===== config.mk =====
export PLATFORM = sky130hd
export DESIGN_NAME = sum3_seq
export DESIGN_NICKNAME = d
export VERILOG_FILES = /design/src/rtl/sum3_seq_pkg.sv /design/src/rtl/sum3_acc.sv /design/src/rtl/sum3_seq.sv
export SDC_FILE = /design/constraint.sdc
export NUM_CORES = 1
export LEC_CHECK = 0
export CELL_PAD_IN_SITES_DETAIL_PLACEMENT = 0
export CELL_PAD_IN_SITES_GLOBAL_PLACEMENT = 1
export CORE_MARGIN = 3
export CORE_UTILIZATION = 36
export CTS_BUF_LIST = sky130_fd_sc_hd__clkbuf_8 sky130_fd_sc_hd__clkbuf_16
export CTS_CLUSTER_DIAMETER = 60
export DETAILED_ROUTE_END_ITERATION = 10
export PLACE_DENSITY = 0.76
export SYNTH_ARGS = -nofsm -noshare
export SYNTH_HDL_FRONTEND = slang
export SYNTH_SLANG_ARGS = --single-unit

===== constraint.sdc =====
create_clock -name CLK -period 1.6 [get_ports CLK]
set_input_delay 0.32 -clock CLK [delete_from_list [all_inputs] [get_ports CLK]]
set_output_delay 0.32 -clock CLK [all_outputs]
set_load 0.005 [all_outputs]

===== src/rtl/sum3_seq_pkg.sv =====
// rtl/sum3_seq_pkg.sv - shared states and mux select encoding for sum3_seq
package sum3_seq_pkg;

  typedef enum logic [2:0] {
    IDLE  = 3'd0,
    SEL_X = 3'd1,
    SEL_Y = 3'd2,
    SEL_Z = 3'd3,
    FIN   = 3'd4
  } state_t;

  localparam logic [1:0] SEL_X_C    = 2'b00;
  localparam logic [1:0] SEL_Y_C    = 2'b01;
  localparam logic [1:0] SEL_Z_C    = 2'b10;
  localparam logic [1:0] SEL_IDLE_C = 2'b11;

  // Mux select driven while the FSM sits in a given state
  function automatic logic [1:0] sel_decode(input state_t s);
    case (s)
      SEL_X:   return SEL_X_C;
      SEL_Y:   return SEL_Y_C;
      SEL_Z:   return SEL_Z_C;
      default: return SEL_IDLE_C;
    endcase
  endfunction

endpackage


===== src/rtl/sum3_acc.sv =====
// rtl/sum3_acc.sv - W+2-bit accumulator with clear, add-enable and hold
module sum3_acc #(
  parameter int W = 4
) (
  input  logic         clk,
  input  logic         rst_n,
  input  logic         clr,
  input  logic         add,
  input  logic [W-1:0] addend,
  output logic [W+1:0] sum
);

  // Clear wins over add; otherwise hold. Three W-bit terms never exceed W+2 bits.
  always_ff @(posedge clk or negedge rst_n) begin
    if (!rst_n) begin
      sum <= '0;
    end else if (clr) begin
      sum <= '0;
    end else if (add) begin
      sum <= sum + {2'b00, addend};
    end
  end

endmodule


===== src/rtl/sum3_seq.sv =====
// rtl/sum3_seq.sv - steps a 3-to-1 mux through X, Y, Z and accumulates the result
module sum3_seq
  import sum3_seq_pkg::*;
#(
  parameter int W = 4
) (
  input  logic         CLK,
  input  logic         RST_N,
  input  logic         START,
  input  logic         EN,
  input  logic [W-1:0] O,
  output logic [1:0]   C,
  output logic [W+1:0] SUM,
  output logic         BUSY,
  output logic         DONE
);

  state_t state;
  state_t state_nxt;
  logic   accept;
  logic   add;

  // Next-state and accumulator controls; EN low leaves everything where it is
  always_comb begin
    state_nxt = state;
    accept    = 1'b0;
    add       = 1'b0;
    if (EN) begin
      case (state)
        IDLE: begin
          if (START) begin
            state_nxt = SEL_X;
            accept    = 1'b1;
          end
        end
        SEL_X: begin
          state_nxt = SEL_Y;
          add       = 1'b1;
        end
        SEL_Y: begin
          state_nxt = SEL_Z;
          add       = 1'b1;
        end
        SEL_Z: begin
          state_nxt = FIN;
          add       = 1'b1;
        end
        FIN: begin
          if (START) begin
            state_nxt = SEL_X;
            accept    = 1'b1;
          end else begin
            state_nxt = IDLE;
          end
        end
        default: state_nxt = IDLE;
      endcase
    end
  end

  // State plus registered decodes taken from the next state, so C never glitches
  always_ff @(posedge CLK or negedge RST_N) begin
    if (!RST_N) begin
      state <= IDLE;
      C     <= SEL_IDLE_C;
      BUSY  <= 1'b0;
      DONE  <= 1'b0;
    end else begin
      state <= state_nxt;
      C     <= sel_decode(state_nxt);
      BUSY  <= (state_nxt == SEL_X) || (state_nxt == SEL_Y) || (state_nxt == SEL_Z);
      DONE  <= (state_nxt == FIN);
    end
  end

  sum3_acc #(
    .W(W)
  ) u_acc (
    .clk    (CLK),
    .rst_n  (RST_N),
    .clr    (accept),
    .add    (add),
    .addend (O),
    .sum    (SUM)
  );

endmodule


==> results of run 1 <==
-- cell families (layout without fill, tap and decap cells) --
family                   Yosys count  after routing  share of synthesized area (%)
AO/OA/AOI/OAI                     15             15                           18.4
XOR/XNOR                           1              1                           1.21
adder cells (fa/ha/maj)            5              5                           9.71
buffers and inverters              7             39                           3.81
flip-flops                        13             13                           45.4
multiplexers                       5              5                           7.11
AND/OR/NAND/NOR                   18             18                           14.4
-- area by class of cell --
type	count	share of cell area, %
Clock buffer	3	3.75
Clock inverter	1	0.341
Inverter	6	2.05
Multi-Input combinational cell	44	36.9
Sequential cell	13	29.8
Tap cell	25	2.84
Timing Repair Buffer	29	24.3
-- synth_stat cells --
cell / instances / area (um^2)
a211oi_1: 3 / 22.5
a21o_1: 1 / 7.51
a22o_1: 2 / 17.5
and2_4: 1 / 8.76
and3b_1: 1 / 8.76
buf_2: 1 / 5.00
dfrtp_1: 11 / 275
dfstp_2: 2 / 52.6
fa_1: 1 / 20.0
ha_1: 4 / 50.1
inv_1: 6 / 22.5
mux2_2: 1 / 11.3
mux2i_1: 4 / 40.0
nand2_2: 1 / 6.26
nand2b_1: 4 / 25.0
nand4b_1: 1 / 8.76
nor2_1: 6 / 22.5
nor2b_1: 2 / 12.5
nor3_1: 1 / 5.00
o211a_1: 1 / 10.0
o211ai_1: 1 / 7.51
o21a_1: 2 / 15.0
o21a_2: 1 / 8.76
o21ai_0: 2 / 10.0
o22ai_2: 1 / 12.5
o31ai_4: 1 / 21.3
or2_1: 1 / 6.26
xnor2_1: 1 / 8.76
-- routing by layer --
layer	share of wire, %	routed length, um	up-vias	global-route usage [%]
li1	-	-	289	-
met1	46	655	261	15.9
met2	42	602	14	20.2
met3	9.1	130	5	8.31
met4	2.5	36	0	8.07
met5	0	0	-	0
-- per-stage QoR --
stage / std cells / cell area (um^2) / TNS, ns / setup slack, ns / hold WS, ns
floorplan: 64 / 722 / 0 / 0.0807 / 0.0244
global placement: 117 / 1010 / -1.90 / -0.338 / 0.461
detailed placement: 117 / 1010 / -2.13 / -0.372 / 0.469
CTS: 121 / 1080 / 0 / 0.0158 / 0.381
global route: 121 / 1100 / 0 / 0.00713 / 0.389
finish: 121 / 1100 / 0 / 0.0757 / 0.375
-- where the power goes --
part           internal, mW  total [mW]  switching, mW  leakage, nW
clock                 0.169       0.283          0.114       0.0269
sequential            0.501       0.637          0.136        0.157
combinational         0.684        1.11          0.429        0.354
-- repair_timing --
action	4_1_cts	5_1_grt
pin swaps	6	1
endpoints found under the setup margin	4	8
gates resized for setup	9	6
-- state kept, by name, summed over array words and instances (netlist names) --
signal	flops
BUSY	1
C	2
state	3
DONE	1
u_acc.sum	6
-- worst min path at each step --
stage                            start      endpoint  slack, ns  cells after the start
after floorplan                  RST_N          BUSY       0.02                      0
after global placement    u_acc.sum[5]  u_acc.sum[5]       0.46                      1
after detailed placement  u_acc.sum[5]  u_acc.sum[5]       0.47                      1
after CTS                        RST_N  u_acc.sum[1]       0.38                      2
after global routing             RST_N  u_acc.sum[1]       0.39                      2
final                            RST_N  u_acc.sum[1]       0.38                      2
==> results.py, run 1 <==
metrics = {
    "global_route": {
        "grt_pass1_wl_mm": 2.53,
        "grt_overflow": 0,
        "grt.total_usage_pct": 14.0,
        "grt_antenna_before_repair": 0,
        "grt_max_degree": 14,
        "grt_pass1_vias": 591,
    },
    "drt": {
        "routedWlPerCell_um": 11.8,
        "drtIter0Drc": 3,
        "vias": 569,
        "routed_wl_mm": 1.43,
        "drt_pass1_iterations": 4,
        "drc": 0,
        "ant_nets": 0,
        "viasPerCell": 4.70,
    },
    "critical_path": {
        "reg2reg_slack_ns": 0.08,
        "setup.worst_path.class": "reg2out",
        "r2r-start": "u_acc.sum[0]",
        "path_buf_inv": 1,
        "r2r_end": "u_acc.sum[4]",
        "slowest_delay_ns": 0.53,
        "path_cells": "clkdlybuf4s50_1",
        "crit_family": "buffers and inverters",
        "crit_required_ns": 1.28,
        "path_max_fanout": 4,
        "slowest_stage": "clkdlybuf4s50_1",
        "cp-end-kind": "output port",
        "worst_setup_path_start_kind": "register",
        "ff2ff_path_depth": 7,
        "crit_path_start": "u_acc.sum[1]",
        "path_depth": 1,
        "cp-endpoint": "SUM[1]",
        "cp.arrival_ns": 1.20,
    },
    "clock_network": {
        "tritoncts": "yes",
        "post_cts_buffers": 0,
        "clk_pin_slew_worst_paths_ns": 0.05,
        "cts_made_buffers": 3,
        "h-tree-depth": 1,
        "clk-insertion-delay-late_ns": 0.24,
        "clock-sinks": 13,
        "postCtsHoldBufs": 0,
        "clockBufferDepth": 2,
        "cts_root_buf": "clkbuf_8",
    },
    "timing": {
        "finalCritPeriodShare_pct": 95.3,
        "fmax_mhz": 656,
        "relSlewSlack_pct": 79.4,
        "fin_crit_ns": 1.52,
        "rsz0062_at_grt": "no",
        "skew_ns": 0.00437,
        "finalSetupViolations": 0,
        "worst_slew_pin_slew_ns": 0.310,
        "final_hold_viol_count": 0,
        "drv_slew": 0,
    },
    "final_layout": {
        "n_antenna_cell": 0,
        "regArea_um2": 328,
        "fill_cells": 163,
        "final_core_util_pct": 61.0,
        "final_cell_mix": "buf_4, dfrtp_1, clkdlybuf4s50_1",
        "layout_commonest_cell": "buf_4",
        "area_delta_synth_final_pct": 52.3,
        "multi_input_area_um2": 405,
        "drive_gt1_share_pct": 31.3,
        "nets": 110,
    },
    "power": {
        "power.density_mw_per_mm2": 1850,
        "vdd_drop_max_mv": 1.04,
        "total_power_mw": 2.03,
        "leakage_nw": 0.539,
    },
    "synth": {
        "ys_warn_count": 0,
        "netlist_area_um2": 722,
        "synth.distinct_cells": 28,
        "syn_nets": 77,
        "avgSynthCellArea_um2": 11.3,
        "ys_seq_area_share_pct": 45.4,
        "ys_seq_elements": 13,
        "synthCells": 64,
    },
    "placed_design": {
        "globalplace.congestion": 0.825,
        "port-buffer-count": 17,
        "dp_hpwl_mm": 1.14,
    },
    "floorplanning": {
        "core-area_mm2": 0.00180,
        "initial_utilization_pct": 40.1,
        "die_area_mm2": 0.00258,
        "rows": 15,
        "fp.dieH_um": 50.8,
        "die_width_um": 50.8,
        "pin_count": 18,
    },
    "hold_path": {
        "hold_path_class": "in2async",
    },
    "run": {
        "cap_violations": 0,
    },
    "run_status": {
        "status": "completed",
    },
}
No activity file was read; power rests on OpenSTA's default activity.
==> run 2: changes to the inputs <==
--- a/config.mk
+++ b/config.mk
@@ -13,6 +13,7 @@
 export CTS_CLUSTER_DIAMETER = 60
 export DETAILED_ROUTE_END_ITERATION = 10
 export PLACE_DENSITY = 0.76
+export SETUP_SLACK_MARGIN = 0.5
 export SYNTH_ARGS = -nofsm -noshare
 export SYNTH_HDL_FRONTEND = slang
 export SYNTH_SLANG_ARGS = --single-unit
==> run 2 against run 1 <==
  * Final area increased by 5.6%
  * Critical endpoint is now u_acc.sum[2]
  * Largest power group unchanged
  * Highest routed layer unchanged
  * Via count increased by 9.5%
  * Count of clock-buffer cells in the layout unchanged
  * Fmax increased by 1.6%
  * Critical path depth increased by 6
  * Flip-flop and latch count unchanged
==> results.py, run 2 (synthesis results as in run 1) <==
metrics = {
    "drt": {
        "drt_pass1_iterations": 4,
        "vias": 623,
        "ant_nets": 0,
        "viasPerCell": 4.91,
        "routedWlPerCell_um": 13.8,
        "routed_wl_mm": 1.75,
        "drc": 0,
        "drtIter0Drc": 1,
    },
    "final_layout": {
        "area_delta_synth_final_pct": 60.8,
        "final_area_mm2": 0.00116,
        "largest_reg_flops": 6,
        "nets": 116,
        "largestRegisters": "u_acc.sum (6), state (3), C (2)",
        "drive_gt1_share_pct": 52.0,
        "n_antenna_cell": 0,
        "final_cells": 127,
        "layout_commonest_cell": "buf_4",
        "fill_cells": 146,
        "top_register": "u_acc.sum",
        "final_cell_mix": "buf_4, dfrtp_1, buf_6",
    },
    "timing": {
        "fin_hold_ws_ns": 0.394,
        "skew_ns": 0.00339,
        "rsz0062_at_grt": "yes",
        "fin_crit_ns": 1.50,
        "relSlewSlack_pct": 84.2,
        "finalSetupViolations": 0,
        "setup_ws_ns": 0.0999,
        "worst_slew_pin_slew_ns": 0.237,
        "drv_slew": 0,
        "finalCritPeriodShare_pct": 93.8,
        "fmax_mhz": 667,
        "final_hold_viol_count": 0,
    },
    "global_route": {
        "grt_overflow": 0,
        "grt_pass1_vias": 672,
        "grt_pass1_wl_mm": 3.02,
        "grt_antenna_before_repair": 0,
        "grt_max_degree": 14,
        "grt.total_usage_pct": 16.0,
    },
    "critical_path": {
        "cp.arrival_ns": 1.64,
        "ff2ff_path_depth": 7,
        "r2r-start": "u_acc.sum[0]",
        "worst_setup_path_start_kind": "register",
        "r2r_end": "u_acc.sum[2]",
        "path_max_fanout": 2,
        "setup.worst_path.class": "reg2reg",
        "crit_required_ns": 1.74,
        "cp-end-kind": "register",
        "reg2reg_slack_ns": 0.1,
    },
    "clock_network": {
        "clockBufferDepth": 2,
        "clock-sinks": 13,
        "tritoncts": "yes",
        "clk-insertion-delay-late_ns": 0.24,
        "clk_pin_slew_worst_paths_ns": 0.06,
        "cts_root_buf": "clkbuf_8",
        "h-tree-depth": 1,
        "cts_made_buffers": 3,
    },
    "placed_design": {
        "port-buffer-count": 17,
        "place_ws_ns": -0.319,
        "globalplace.congestion": 0.828,
        "dp.cells": 116,
        "dp_hpwl_mm": 1.25,
        "dpl_cell_area_mm2": 0.00101,
    },
    "power": {
        "total_power_mw": 2.21,
        "vdd_drop_max_mv": 1.10,
        "p_seq_share_pct": 29.4,
        "clkPwrFrac_pct": 13.0,
        "p_sw_share_pct": 34.4,
        "power.density_mw_per_mm2": 1900,
        "leakage_nw": 0.560,
        "intPower_mw": 1.45,
        "comb_power_share_pct": 57.6,
        "p_switching_uw": 762,
    },
    "floorplanning": {
        "fp.dieH_um": 50.8,
        "core-area_mm2": 0.00180,
        "die_width_um": 50.8,
        "initial_utilization_pct": 40.1,
        "pin_count": 18,
        "rows": 15,
        "die_area_mm2": 0.00258,
    },
    "run_status": {
        "status": "completed",
    },
    "run": {
        "cap_violations": 0,
    },
    "hold_path": {
        "hold_path_class": "in2async",
    },
}
## run 2: cell types whose count changed in the layout (fill, tap and decap cells not counted), sizes merged
cell	delta
buf	+15
dlygate4sd2	+2
dlymetal6s2s	-3
clkbuf	+1
clkdlybuf4s50	-9
## run 2: critical path: stages (launching register included)
cell and delay (ns):
dfrtp_1 0.40, ha_4 0.16, inv_2 0.04, fa_2 0.36, buf_4 0.14, xnor2_1 0.11
mux2i_1 0.13, nor2_1 0.06
## run 2: power groups by stage
stage | Sequential (mW) | Combinational (mW) | Clock [mW]
floorplan | 0.628 | 0.593 | 0
global placement | 0.630 | 1.06 | 0
detailed placement | 0.637 | 1.08 | 0
CTS | 0.632 | 1.16 | 0.301
global route | 0.675 | 1.41 | 0.317
finish | 0.650 | 1.27 | 0.288
## run 2: timing repair
action                     4_1_cts  5_1_grt
setup endpoints to repair       22       19
resized for setup               48       13
pin swaps                        8        8
setup buffers                    4        3
hold buffers                     0        0
## run 2: area by class of cell
type                    instances  area [um^2]  share of cell area (%)
multi-input cells              44          447                    38.5
flip-flops and latches         13          329                    28.3
repair buffers                 35          287                    24.7
clock buffers                   3         41.3                    3.56
well taps                      25         31.3                    2.69
inverters                       6         22.5                    1.94
clock inverters                 1         3.75                   0.323
## run 2: routing by layer
layer | part of all wire (%) | global-route usage [%]
met5 | 0 | 0
met4 | 2.6 | 8.52
met3 | 5.1 | 3.86
met2 | 52 | 28.3
met1 | 41 | 17.3
## run 2: worst max-delay path by stage
stage | startpoint | end | slack [ns]
floorplan | u_acc.sum[0] | u_acc.sum[4] | 0.13
global placement | O[0] | u_acc.sum[4] | -0.30
detailed placement | O[0] | u_acc.sum[4] | -0.32
CTS | u_acc.sum[1] | u_acc.sum[5] | 0.11
global route | u_acc.sum[0] | u_acc.sum[2] | 0.006
finish | u_acc.sum[0] | u_acc.sum[2] | 0.1
## run 2: through the flow
step	TNS [ns]	utilization [%]
final	0	64.4
after global routing	0	64.4
after CTS	0	60.5
after detailed placement	-1.79	56.3
after global placement	-1.75	56.3
after floorplan	0	-
